[src/rtl/xosera_pkg.sv]
// xosera_pkg
// Shared definitions for the pixel writer slice of the video core.
// Holds the pixel writer state type and the VRAM word geometry:
//   VRAM_ADDR_W      : width of a VRAM word address
//   VRAM_DATA_W      : width of a VRAM data word
//   NIBBLES_PER_WORD : number of 4bpp pixels packed into one word
//   MASK_FIRST       : write mask selecting the leftmost pixel (high nibble)
package xosera_pkg;

  localparam int VRAM_ADDR_W      = 16;
  localparam int VRAM_DATA_W      = 16;
  localparam int NIBBLES_PER_WORD = 4;

  localparam logic [NIBBLES_PER_WORD-1:0] MASK_FIRST = 4'b1000;

  typedef enum logic [1:0] {
    IDLE  = 2'd0,
    CALC  = 2'd1,
    WRITE = 2'd2
  } pw_state_t;

endpackage

[src/rtl/pixel_writer.sv]
// pixel_writer
// Takes one 4bpp pixel at a time from an upstream drawing engine, drops it
// if it falls outside the clip window, otherwise converts its coordinate to
// a VRAM word address plus nibble mask and issues a single masked write,
// holding the request until the VRAM arbiter acknowledges it.
//
// Ports:
//   clk           : clock, everything on the rising edge
//   reset_i       : synchronous active-high reset
//   drawing_i     : upstream presents a valid pixel this cycle
//   x_i, y_i      : signed pixel coordinate
//   oe_o          : ready; upstream advances only when this is high
//   base_i        : VRAM word address of pixel (0,0)
//   line_words_i  : VRAM words per line
//   width_i       : clip width in pixels (unsigned)
//   height_i      : clip height in pixels (unsigned)
//   color_i       : 4bpp color index
//   vram_wr_o     : write request, held until acknowledged
//   vram_addr_o   : write word address
//   vram_mask_o   : nibble write mask, bit 3 is the high nibble
//   vram_data_o   : write data (color replicated into every nibble)
//   vram_ack_i    : VRAM accepted the write this cycle
//   busy_o        : a pixel is held internally
module pixel_writer
  import xosera_pkg::*;
#(
  parameter int CORDW = 10
) (
  input  logic                        clk,
  input  logic                        reset_i,
  input  logic                        drawing_i,
  input  logic signed [CORDW-1:0]     x_i,
  input  logic signed [CORDW-1:0]     y_i,
  output logic                        oe_o,
  input  logic [VRAM_ADDR_W-1:0]      base_i,
  input  logic [VRAM_ADDR_W-1:0]      line_words_i,
  input  logic [CORDW-1:0]            width_i,
  input  logic [CORDW-1:0]            height_i,
  input  logic [3:0]                  color_i,
  output logic                        vram_wr_o,
  output logic [VRAM_ADDR_W-1:0]      vram_addr_o,
  output logic [NIBBLES_PER_WORD-1:0] vram_mask_o,
  output logic [VRAM_DATA_W-1:0]      vram_data_o,
  input  logic                        vram_ack_i,
  output logic                        busy_o
);

  pw_state_t state_q, state_d;

  logic signed [CORDW-1:0]     x_q, y_q;
  logic [3:0]                  color_q;
  logic [VRAM_ADDR_W-1:0]      base_q, line_words_q;

  logic [VRAM_ADDR_W-1:0]      addr_q;
  logic [NIBBLES_PER_WORD-1:0] mask_q;
  logic [VRAM_DATA_W-1:0]      data_q;

  logic accept;
  logic clipped;

  logic [VRAM_ADDR_W-1:0] y_ext;
  logic [VRAM_ADDR_W-1:0] x_word;
  logic [VRAM_ADDR_W-1:0] row_offset;

  // The clip window is only consulted on the accept cycle, so width/height
  // are used straight from the inputs instead of being held.  Negative
  // coordinates are caught by the sign bit; the unsigned compares are only
  // meaningful once the sign bit is known to be clear.
  assign accept  = (state_q == IDLE) && drawing_i;
  assign clipped = x_i[CORDW-1] || y_i[CORDW-1] ||
                   ($unsigned(x_i) >= width_i) ||
                   ($unsigned(y_i) >= height_i);

  // Only unclipped coordinates ever reach CALC, so the held coordinates are
  // non-negative and can be zero-extended.  The product is deliberately
  // truncated to the address width so large frames wrap around VRAM.
  assign y_ext      = VRAM_ADDR_W'($unsigned(y_q));
  assign x_word     = VRAM_ADDR_W'($unsigned(x_q) >> 2);
  assign row_offset = y_ext * line_words_q;

  assign oe_o        = (state_q == IDLE);
  assign busy_o      = (state_q != IDLE);
  assign vram_wr_o   = (state_q == WRITE);
  assign vram_addr_o = addr_q;
  assign vram_mask_o = mask_q;
  assign vram_data_o = data_q;

  // State register.
  always_ff @(posedge clk) begin
    if (reset_i) begin
      state_q <= IDLE;
    end else begin
      state_q <= state_d;
    end
  end

  // Next-state logic: clipped pixels are swallowed without leaving IDLE,
  // and an ack only matters while the request is actually on the bus.
  always_comb begin
    state_d = state_q;
    unique case (state_q)
      IDLE:    if (drawing_i && !clipped) state_d = CALC;
      CALC:    state_d = WRITE;
      WRITE:   if (vram_ack_i) state_d = IDLE;
      default: state_d = IDLE;
    endcase
  end

  // Pixel capture: every accepted pixel is snapshotted so upstream is free
  // to move on immediately; later input changes cannot disturb it.
  always_ff @(posedge clk) begin
    if (reset_i) begin
      x_q          <= '0;
      y_q          <= '0;
      color_q      <= '0;
      base_q       <= '0;
      line_words_q <= '0;
    end else if (accept) begin
      x_q          <= x_i;
      y_q          <= y_i;
      color_q      <= color_i;
      base_q       <= base_i;
      line_words_q <= line_words_i;
    end
  end

  // Write-request registers: the address is computed once in CALC so the
  // multiplier sits behind a register, and the bus values then stay frozen
  // for however long the VRAM takes to acknowledge.
  always_ff @(posedge clk) begin
    if (reset_i) begin
      addr_q <= '0;
      mask_q <= '0;
      data_q <= '0;
    end else if (state_q == CALC) begin
      addr_q <= base_q + row_offset + x_word;
      mask_q <= MASK_FIRST >> x_q[1:0];
      data_q <= {NIBBLES_PER_WORD{color_q}};
    end
  end

endmodule

[config.mk]
export PLATFORM = sky130hd
export DESIGN_NAME = pixel_writer
export DESIGN_NICKNAME = d
export VERILOG_FILES = /design/src/rtl/xosera_pkg.sv /design/src/rtl/pixel_writer.sv
export SDC_FILE = /design/constraint.sdc
export NUM_CORES = 1
export LEC_CHECK = 0
export ABC_AREA = 1
export CAP_MARGIN = 20
export CORE_MARGIN = 2
export CORE_UTILIZATION = 60
export CTS_BUF_LIST = sky130_fd_sc_hd__clkbuf_4 sky130_fd_sc_hd__clkbuf_8 sky130_fd_sc_hd__clkbuf_16
export CTS_CLUSTER_DIAMETER = 100
export DETAILED_ROUTE_END_ITERATION = 8
export PLACE_DENSITY = 0.88
export SYNTH_ARGS = -nofsm -noshare
export SYNTH_HDL_FRONTEND = slang
export SYNTH_SLANG_ARGS = --single-unit
[constraint.sdc]
create_clock -name clk -period 9.28 [get_ports clk]
set_input_delay 1.856 -clock clk [delete_from_list [all_inputs] [get_ports clk]]
set_output_delay 1.856 -clock clk [all_outputs]
set_load 0.01 [all_outputs]
# After elaboration in Yosys (flattened, before gate mapping)

Index checks and enable logic that the tools add are counted.

Flip-flop bits (word level): 94
Bits of input ports: 80
Logic and storage cells: 31

$add $sub $neg: 2
Multipliers: 1
Order comparisons: 2
Equal/unequal tests: 4
Shifts and indexed selects: 1
Muxes and demuxes: 3
Reductions and logical operators: 9

Operator list:

| cell                                            | number |
|---|---|
| greater-or-equal comparator 10 bit              | 2 |
| adder 16 bit                                    | 1 |
| adder 16 x 8 -> 16 bit                          | 1 |
| multiplier 10 x 16 -> 16 bit                    | 1 |
| case mux 2 bit (3 select lines)                 | 1 |
| two-way mux 2 bit                               | 2 |
| != test 2 x 1 -> 1 bit, second input constant   | 2 |
| >> shifter 4 x 2 -> 4 bit, first input constant | 1 |
| logical OR 1 bit                                | 3 |
| == test 2 x 1 -> 1 bit, second input constant   | 1 |
| == test 2 bit, second input constant            | 1 |
| logical AND 1 bit                               | 2 |
| zero test 2 bit                                 | 1 |
| AND reduction 2 bit                             | 1 |
| nonzero test 2 bit                              | 1 |
| zero test 1 bit                                 | 1 |

# Logic depth before layout (Yosys ltp)

Gate-level depths: netlist of run 1.

Depth in word-level cells: 7
Mapped depth: 24
Depth with buffers taken out: 23

# Worst setup path after synthesis of run 1

Ideal clock, no wire load.

Path kind: register -> register
Start: register y_q[1]
End: register addr_q[11], in the netlist vram_addr_o[11]
Setup time: 116 ps
Arrival time: 4527 ps
Data required time: 9164 ps
Slack: 4637 ps
Cell stages (with the launch flop): 22
Period minus slack after synthesis: 4643 ps
Path through: dfxtp_1 > buf_6 > clkbuf_1 > nand2_1 > fa_1 > inv_1 > fa_1 > inv_1 > fa_1 > inv_1 > fa_1 > inv_1 > fa_1 > inv_1 > ha_1 > a21oi_1 > o21ai_0 > a21oi_1 > xor2_1 > nand2_1 > o211ai_1 > inv_1

Word-level cells in the longest chain between the ends: 3

RTL lines:

| element                      | line                | text |
|---|---|---|
| start: declaration           | pixel_writer.sv:50  | `logic signed [CORDW-1:0] x_q, y_q;` |
| start signal: assignment     | pixel_writer.sv:120 | `y_q <= y_i;` |
| multiplier 10 x 16 -> 16 bit | pixel_writer.sv:79  | `assign row_offset = y_ext * line_words_q;` |
| adder 16 bit                 | pixel_writer.sv:136 | `addr_q <= base_q + row_offset + x_word;` |
| adder 16 x 8 -> 16 bit       | pixel_writer.sv:136 |  |
| end signal: assignment       | pixel_writer.sv:136 |  |
| end: declaration             | pixel_writer.sv:54  | `logic [VRAM_ADDR_W-1:0] addr_q;` |

Every way passes these cells.
A chain may end at the register's enable or synchronous reset.

# Worst setup path in the final report of run 1

Start: register y_q[1]
End: register addr_q[10], in the netlist vram_addr_o[10]

Same word-level chain as after synthesis.

==> flow_metrics.tcl, run 1 <==
set metrics [dict create \
    antenna_found_initial 0 \
    htree_levels 3 \
    reg2reg_slack_ns 4.24 \
    yosys_warnings 0 \
    numCtsBuffers 9 \
    drcViolationCount 0 \
    fp.dieW_um 116.9 \
    muxShareOfSynthArea_pct 0 \
    clock_sinks 82 \
    setup_violations 0 \
    use_met3_pct 5.767 \
    nets 1348 \
    clock_skew_ns 0.008679 \
    synth_cells 1043 \
    routabilityCongestion 0.9030 \
    hp-class "reg -> reg" \
    critical_path.endpoint_type "flop" \
    ir_drop_mv 0.08487 \
    globalRoute.totalOverflow 0 \
    arrival_ns 5.34 \
    drive_gt1_share_pct 2.671 \
    yosys.area_share.simple_pct 19.89 \
    rsz0062_at_grt "false" \
    synthXorXnorAreaFrac_pct 1.145 \
    synth_top_family_by_area "adder cells" \
    cts_buffer_depth 2 \
    status "completed" \
    die_h_um 116.9 \
    netlist.area_leader.share_pct 24.08 \
    ys_types 29 \
    globalRouteMet2Util_pct 49.25 \
    synth_compound_area_share_pct 8.735 \
    grt_util_all_layers_pct 28.52 \
    avgSynthCellArea_um2 7.333 \
    ys_ff_latch 82 \
    cts_hold_buf 0 \
    holdWs_ns 0.4660 \
    slew_viol_final 0 \
    busiest_layer "met2" \
    post-route-period-util_pct 54.36 \
    clock_latency_ns 0.35 \
    critPathKind "reg -> reg" \
    post_cts_resized 0 \
    port_buffers 118 \
    ys_seq_area_share_pct 21.46 \
    fmax_mhz 198.2 \
    slew_headroom_pct 48.64 \
    synth_top_cell_by_area "fa_1" \
    tightest_slew_ns 0.7694 \
    p_leak_uw 0.004719 \
    start_kind "flop" \
    crit_fanout 16 \
    drt_iter0_drc 452 \
    rows 41 \
    vias_per_cell 5.144 \
    drt.antenna.violating_nets 0 \
    nFillCells 956 \
    synth_area_leaders "fa_1 24%, dfxtp_1 21%, inv_1 11%" \
    hold_viol 0 \
    path_clk_slew_ns 0.06 \
    grt_pass1_wl_um 30020 \
    vias 6661 \
    powerDensity_mw_per_mm2 140.2 \
    dieArea_mm2 0.01367 \
    synth_fa_ha_area_share_pct 33.57 \
    syn_nets 1273 \
    cts_tree "yes" \
    finalSetupTns_ns 0 \
    cp.required_ns 9.58 \
    io-pin-count 119 \
    coreArea_mm2 0.01252 \
    root_buffer "clkbuf_16" \
    gr-usage-met1_pct 36.11 \
    first_pass_iters 7 \
    drv_cap 0 \
    grt_pass1_vias 6565 \
    grt_start_max_net_pins 62 \
    initial_core_util_pct 61.11 \
    area_growth_pct 18.73 \
    drt_wl_total_um 18070 \
    wl_per_cell_um 13.95 \
    finalCriticalPeriod_ns 5.044 \
    n_antenna_cell 0 \
    post_cts_buffers 0 \
    dp_hpwl_um 14310 \
    synthesis.area_mm2 0.007649 \
]
==> where the power goes <==
group | internal, µW | total (µW) | leakage, µW | switching [µW]
Sequential | 373 | 413 | 0.000676 | 39.3
Clock | 210 | 364 | 0.000146 | 154
Combinational | 207 | 496 | 0.00390 | 289
Total | 790 | 1270 | 0.00472 | 483
==> synth_stat cells (all sizes together) <==
cell type	number
nand3	27
fa	92
clkbuf	30
nand2	193
a31oi	2
a21oi	34
xor2	6
dfxtp	82
a211oi	1
clkinv	2
or2	1
o21ai	82
nor3	2
nor4	2
buf	28
a21boi	1
nand4	6
o211ai	6
ha	58
nor2	154
xnor2	4
o21bai	2
inv	228
==> placed cells by master (no fill, tap or decap), drive strengths merged, types with 2 or more instances in the layout <==
cell type      instances
nor3                   2
inv                  229
nand4                  6
fa                    92
clkdlybuf4s50        118
o21bai                 2
nor4                   2
xnor2                  4
clkinv                 6
a31oi                  2
buf                    4
nor2                 154
o21ai                 82
dfxtp                 82
a21oi                 34
nand2                193
o211ai                 6
xor2                   6
ha                    58
clkbuf                 9
nand3                 27
==> cell families after synthesis <==
group	count (synthesis)
fa+ha+maj	150
buf+inv	288
compound gates	128
simple gates	385
flops	82
xor+xnor	10
==> final cells by class <==
type	count	area (µm²)	share of cell area, %
clock buffer	9	225.2	2.480
inverter	230	863.3	9.507
clock inverter	7	77.57	0.8542
timing repair buffer	122	1211	13.34
multi-input combinational	673	4847	53.38
sequential	82	1642	18.08
tap	172	215.2	2.370
==> per-layer routing <==
layer	up-vias	wire (µm)	part of all wire [%]
li1	3250	-	-
met3	34	1350	7.5
met5	-	0	0
met4	0	384	2.1
met1	3091	7499	42
met2	286	8831	49
==> flip-flops by register name, summed over array words and instances (netlist names) <==
signal / flops
line_words_q: 16
base_q: 16
state_q: 2
vram_addr_o: 16
vram_mask_o: 4
y_q: 10
vram_data_o: 4
color_q: 4
x_q: 10
==> worst paths after layout <==
check | from | endpoint | cells after the start
worst max-delay path | y_q[1]$_SDFFE_PP0P_ | vram_addr_o[10]$_SDFFE_PP0N_ | 19
worst min-delay path | vram_mask_o[0]$_SDFFE_PP0N_ | vram_mask_o[0]$_SDFFE_PP0N_ | 2
worst max register to register | y_q[1]$_SDFFE_PP0P_ | vram_addr_o[10]$_SDFFE_PP0N_ | 19
worst min register to register | vram_mask_o[0]$_SDFFE_PP0N_ | vram_mask_o[0]$_SDFFE_PP0N_ | 2
==> metrics by stage <==
stage	util [%]	worst slack (ns)	cells	total power (µW)	cell area, µm²
6_report	72.55	4.236	1295	1273	9081
5_1_grt	72.55	3.914	1295	1369	9081
4_1_cts	72.55	4.283	1295	1277	9081
3_5_place_dp	70.13	4.292	1279	911.6	8778
3_3_place_gp	70.13	4.368	1279	890.9	8778
2_1_floorplan	-	4.637	1043	758.1	7649
==> critical path, stage by stage, from the launching register on <==
cell      delay, ns
dfxtp_1        0.76
nand2_1        0.18
fa_1           0.56
inv_1          0.05
fa_1           0.49
inv_1          0.05
fa_1           0.54
inv_1          0.05
fa_1           0.48
inv_1          0.05
fa_1           0.47
inv_1          0.04
ha_1           0.34
nand2_1        0.10
o21ai_0        0.30
a21oi_1        0.08
or2_0          0.21
nand3_1        0.07
o211ai_1       0.08
inv_1          0.07
No activity file was read; power rests on OpenSTA's default activity.
==> run 2, diff against run 1 <==
--- a/config.mk
+++ b/config.mk
@@ -8,11 +8,11 @@
 export ABC_AREA = 1
 export CAP_MARGIN = 20
 export CORE_MARGIN = 2
-export CORE_UTILIZATION = 60
+export CORE_UTILIZATION = 50
 export CTS_BUF_LIST = sky130_fd_sc_hd__clkbuf_4 sky130_fd_sc_hd__clkbuf_8 sky130_fd_sc_hd__clkbuf_16
 export CTS_CLUSTER_DIAMETER = 100
 export DETAILED_ROUTE_END_ITERATION = 8
-export PLACE_DENSITY = 0.88
+export PLACE_DENSITY = 0.78
 export SYNTH_ARGS = -nofsm -noshare
 export SYNTH_HDL_FRONTEND = slang
 export SYNTH_SLANG_ARGS = --single-unit
==> constraint.sdc (replaced) <==
create_clock -name clk -period 4.4 [get_ports clk]
set_input_delay 0.88 -clock clk [delete_from_list [all_inputs] [get_ports clk]]
set_output_delay 0.88 -clock clk [all_outputs]
set_load 0.01 [all_outputs]
==> run 2 against run 1 <==
  * The run now ends with negative setup slack left
  * Die area increased by 19%
  * Register-to-register slack got worse by 4.3 ns
  * Wire length increased by 9.1%
  * Via count increased by 3.1%
  * Global-route usage decreased by 3.5 points
  * Final cell count increased by 7.1%
  * Non-clock buffer count increased by 76
  * Design area increased by 12%
  * Sequential power increased by 100%
  * First-iteration DRC count decreased by 33%
  * Clock skew increased by 0.0025 ns
  * Critical path depth increased by 1
  * Largest cell class unchanged
  * Largest power group unchanged
==> flow_metrics.tcl, run 2 (synthesized netlist as in run 1, its figures left out) <==
set metrics [dict create \
    reg2reg_from "y_q[3]$_SDFFE_PP0P_" \
    htree_levels 3 \
    die_h_um 127.7 \
    finalWorstSetupSlack_ns -0.03881 \
    cp.required_ns 4.71 \
    critical_path.endpoint_type "flop" \
    ir_drop_mv 0.2098 \
    slew_viol_final 0 \
    grt_pass1_wl_um 32310 \
    n_antenna_cell 0 \
    finalNonFillerCells 1387 \
    routabilityCongestion 0.9263 \
    drt_wl_total_um 19720 \
    powerDensity_mw_per_mm2 324.9 \
    nFillCells 1250 \
    dieArea_mm2 0.01630 \
    hold_viol 0 \
    p_leak_uw 0.005186 \
    numCtsBuffers 9 \
    dp_hpwl_um 15300 \
    clock_sinks 82 \
    pre_cts_ws_ns -0.3813 \
    status "finished with violations" \
    nets 1424 \
    root_buffer "clkbuf_16" \
    io-pin-count 119 \
    cts_buffer_depth 2 \
    mostFrequentLayoutCells "213 x inv_1, 177 x nand2_1, 146 x nor2_1, 118 x clkdlybuf4s50_1, 88 x fa_1" \
    clock_skew_ns 0.01120 \
    setup_violations 5 \
    drt.antenna.violating_nets 0 \
    critPathKind "reg -> reg" \
    tightest_slew_ns 0.9552 \
    antenna_found_initial 0 \
    start_kind "flop" \
    min_from "vram_mask_o[2]$_SDFFE_PP0N_" \
    drt_iter0_drc 301 \
    wl_per_cell_um 14.22 \
    area_growth_pct 33.08 \
    rows 45 \
    grt_util_all_layers_pct 25.07 \
    vias_per_cell 4.953 \
    cts_tree "yes" \
    fp.dieW_um 127.7 \
    dp.cells 1361 \
    path_clk_slew_ns 0.07 \
    vias 6870 \
    post-route-period-util_pct 100.9 \
    crit_fanout 4 \
    slew_headroom_pct 35.93 \
    grt_pass1_vias 6777 \
    initial_core_util_pct 50.69 \
    port_buffers 118 \
    hp-class "reg -> reg" \
    mostFrequentLayoutCell "inv_1" \
    rsz0062_at_grt "true" \
    globalRoute.totalOverflow 0 \
    drcViolationCount 0 \
    coreArea_mm2 0.01509 \
    first_pass_iters 5 \
    fmax_mhz 225.3 \
    reg2reg_slack_ns -0.04 \
    violations "negative setup slack" \
    arrival_ns 4.75 \
    grt_start_max_net_pins 71 \
    clock_latency_ns 0.36 \
    finalCriticalPeriod_ns 4.439 \
    drive_gt1_share_pct 15.85 \
    drv_cap 0 \
    cp-startpoint "y_q[3]$_SDFFE_PP0P_" \
]
-- run 2: changes by cell type in the layout (fill, tap and decap cells not counted), sizes merged --
cell    before  now
buf          4   80
clkinv       6    5
inv        229  230
-- run 2: what timing repair did --
| item | in CTS | in global routing |
|---|---|---|
| resized for setup | 64 | 62 |
| hold buffers | 0 | 0 |
| setup endpoints to repair | 9 | 10 |
| hold endpoints to repair | 0 | 0 |
| setup buffers | 8 | 2 |
| pin swaps | 30 | 28 |
-- run 2: worst paths after layout --
kind,to,cells past startpoint
setup reg to reg,vram_addr_o[10]$_SDFFE_PP0N_,20
hold / removal,vram_mask_o[2]$_SDFFE_PP0N_,2
hold reg to reg,vram_mask_o[2]$_SDFFE_PP0N_,2
setup / recovery,vram_addr_o[10]$_SDFFE_PP0N_,20
-- run 2: final cells by class --
cell class / instances / area, µm² / share of cell area [%]
clock buffer: 9 / 225.2 / 2.213
sequential: 82 / 1698 / 16.68
multi-input combinational: 673 / 5225 / 51.33
tap: 188 / 235.2 / 2.311
clock inverter: 7 / 88.84 / 0.8728
timing repair buffer: 198 / 1838 / 18.06
inverter: 230 / 868.3 / 8.531
-- run 2: per-stage QoR --
step	utilization, %	setup TNS, ns	area [µm²]	total power, µW	hold slack [ns]
final	67.45	-0.09632	10180	3307	0.4642
after CTS	65.85	-0.06885	9937	3098	0.4676
after global routing	67.45	-1.264	10180	3527	0.4958
after floorplan	-	-0.002800	7714	1637	0.4439
after global placement	62.07	-1.941	9366	2112	0.4550
after detailed placement	62.07	-2.291	9366	2129	0.4571
-- run 2: power by group --
| group | internal, µW | switching, µW |
|---|---|---|
| registers | 787 | 55.1 |
| logic | 751 | 916 |
| clock network | 451 | 348 |
| total | 1990 | 1320 |
-- run 2: critical path, stage by stage, from the launching register on --
cell and delay (ns):
dfxtp_4 0.37, buf_6 0.13, nand2_4 0.05, fa_1 0.49
inv_2 0.04, fa_1 0.49, inv_1 0.05, fa_1 0.48
inv_1 0.06, fa_1 0.50, inv_2 0.04, fa_1 0.53
inv_2 0.06, ha_4 0.31, nand2_4 0.09, o21ai_4 0.19
a21oi_2 0.05, or2_1 0.23, nand3_1 0.06, o211ai_1 0.08
inv_1 0.07
-- run 2: layer usage --
layer	wire (µm)	global-route usage [%]	up-vias
met5	0	0	-
met4	398	7.175	0
met3	1120	4.090	24
met2	9439	42.50	209
met1	8760	33.34	3238
li1	-	-	3399
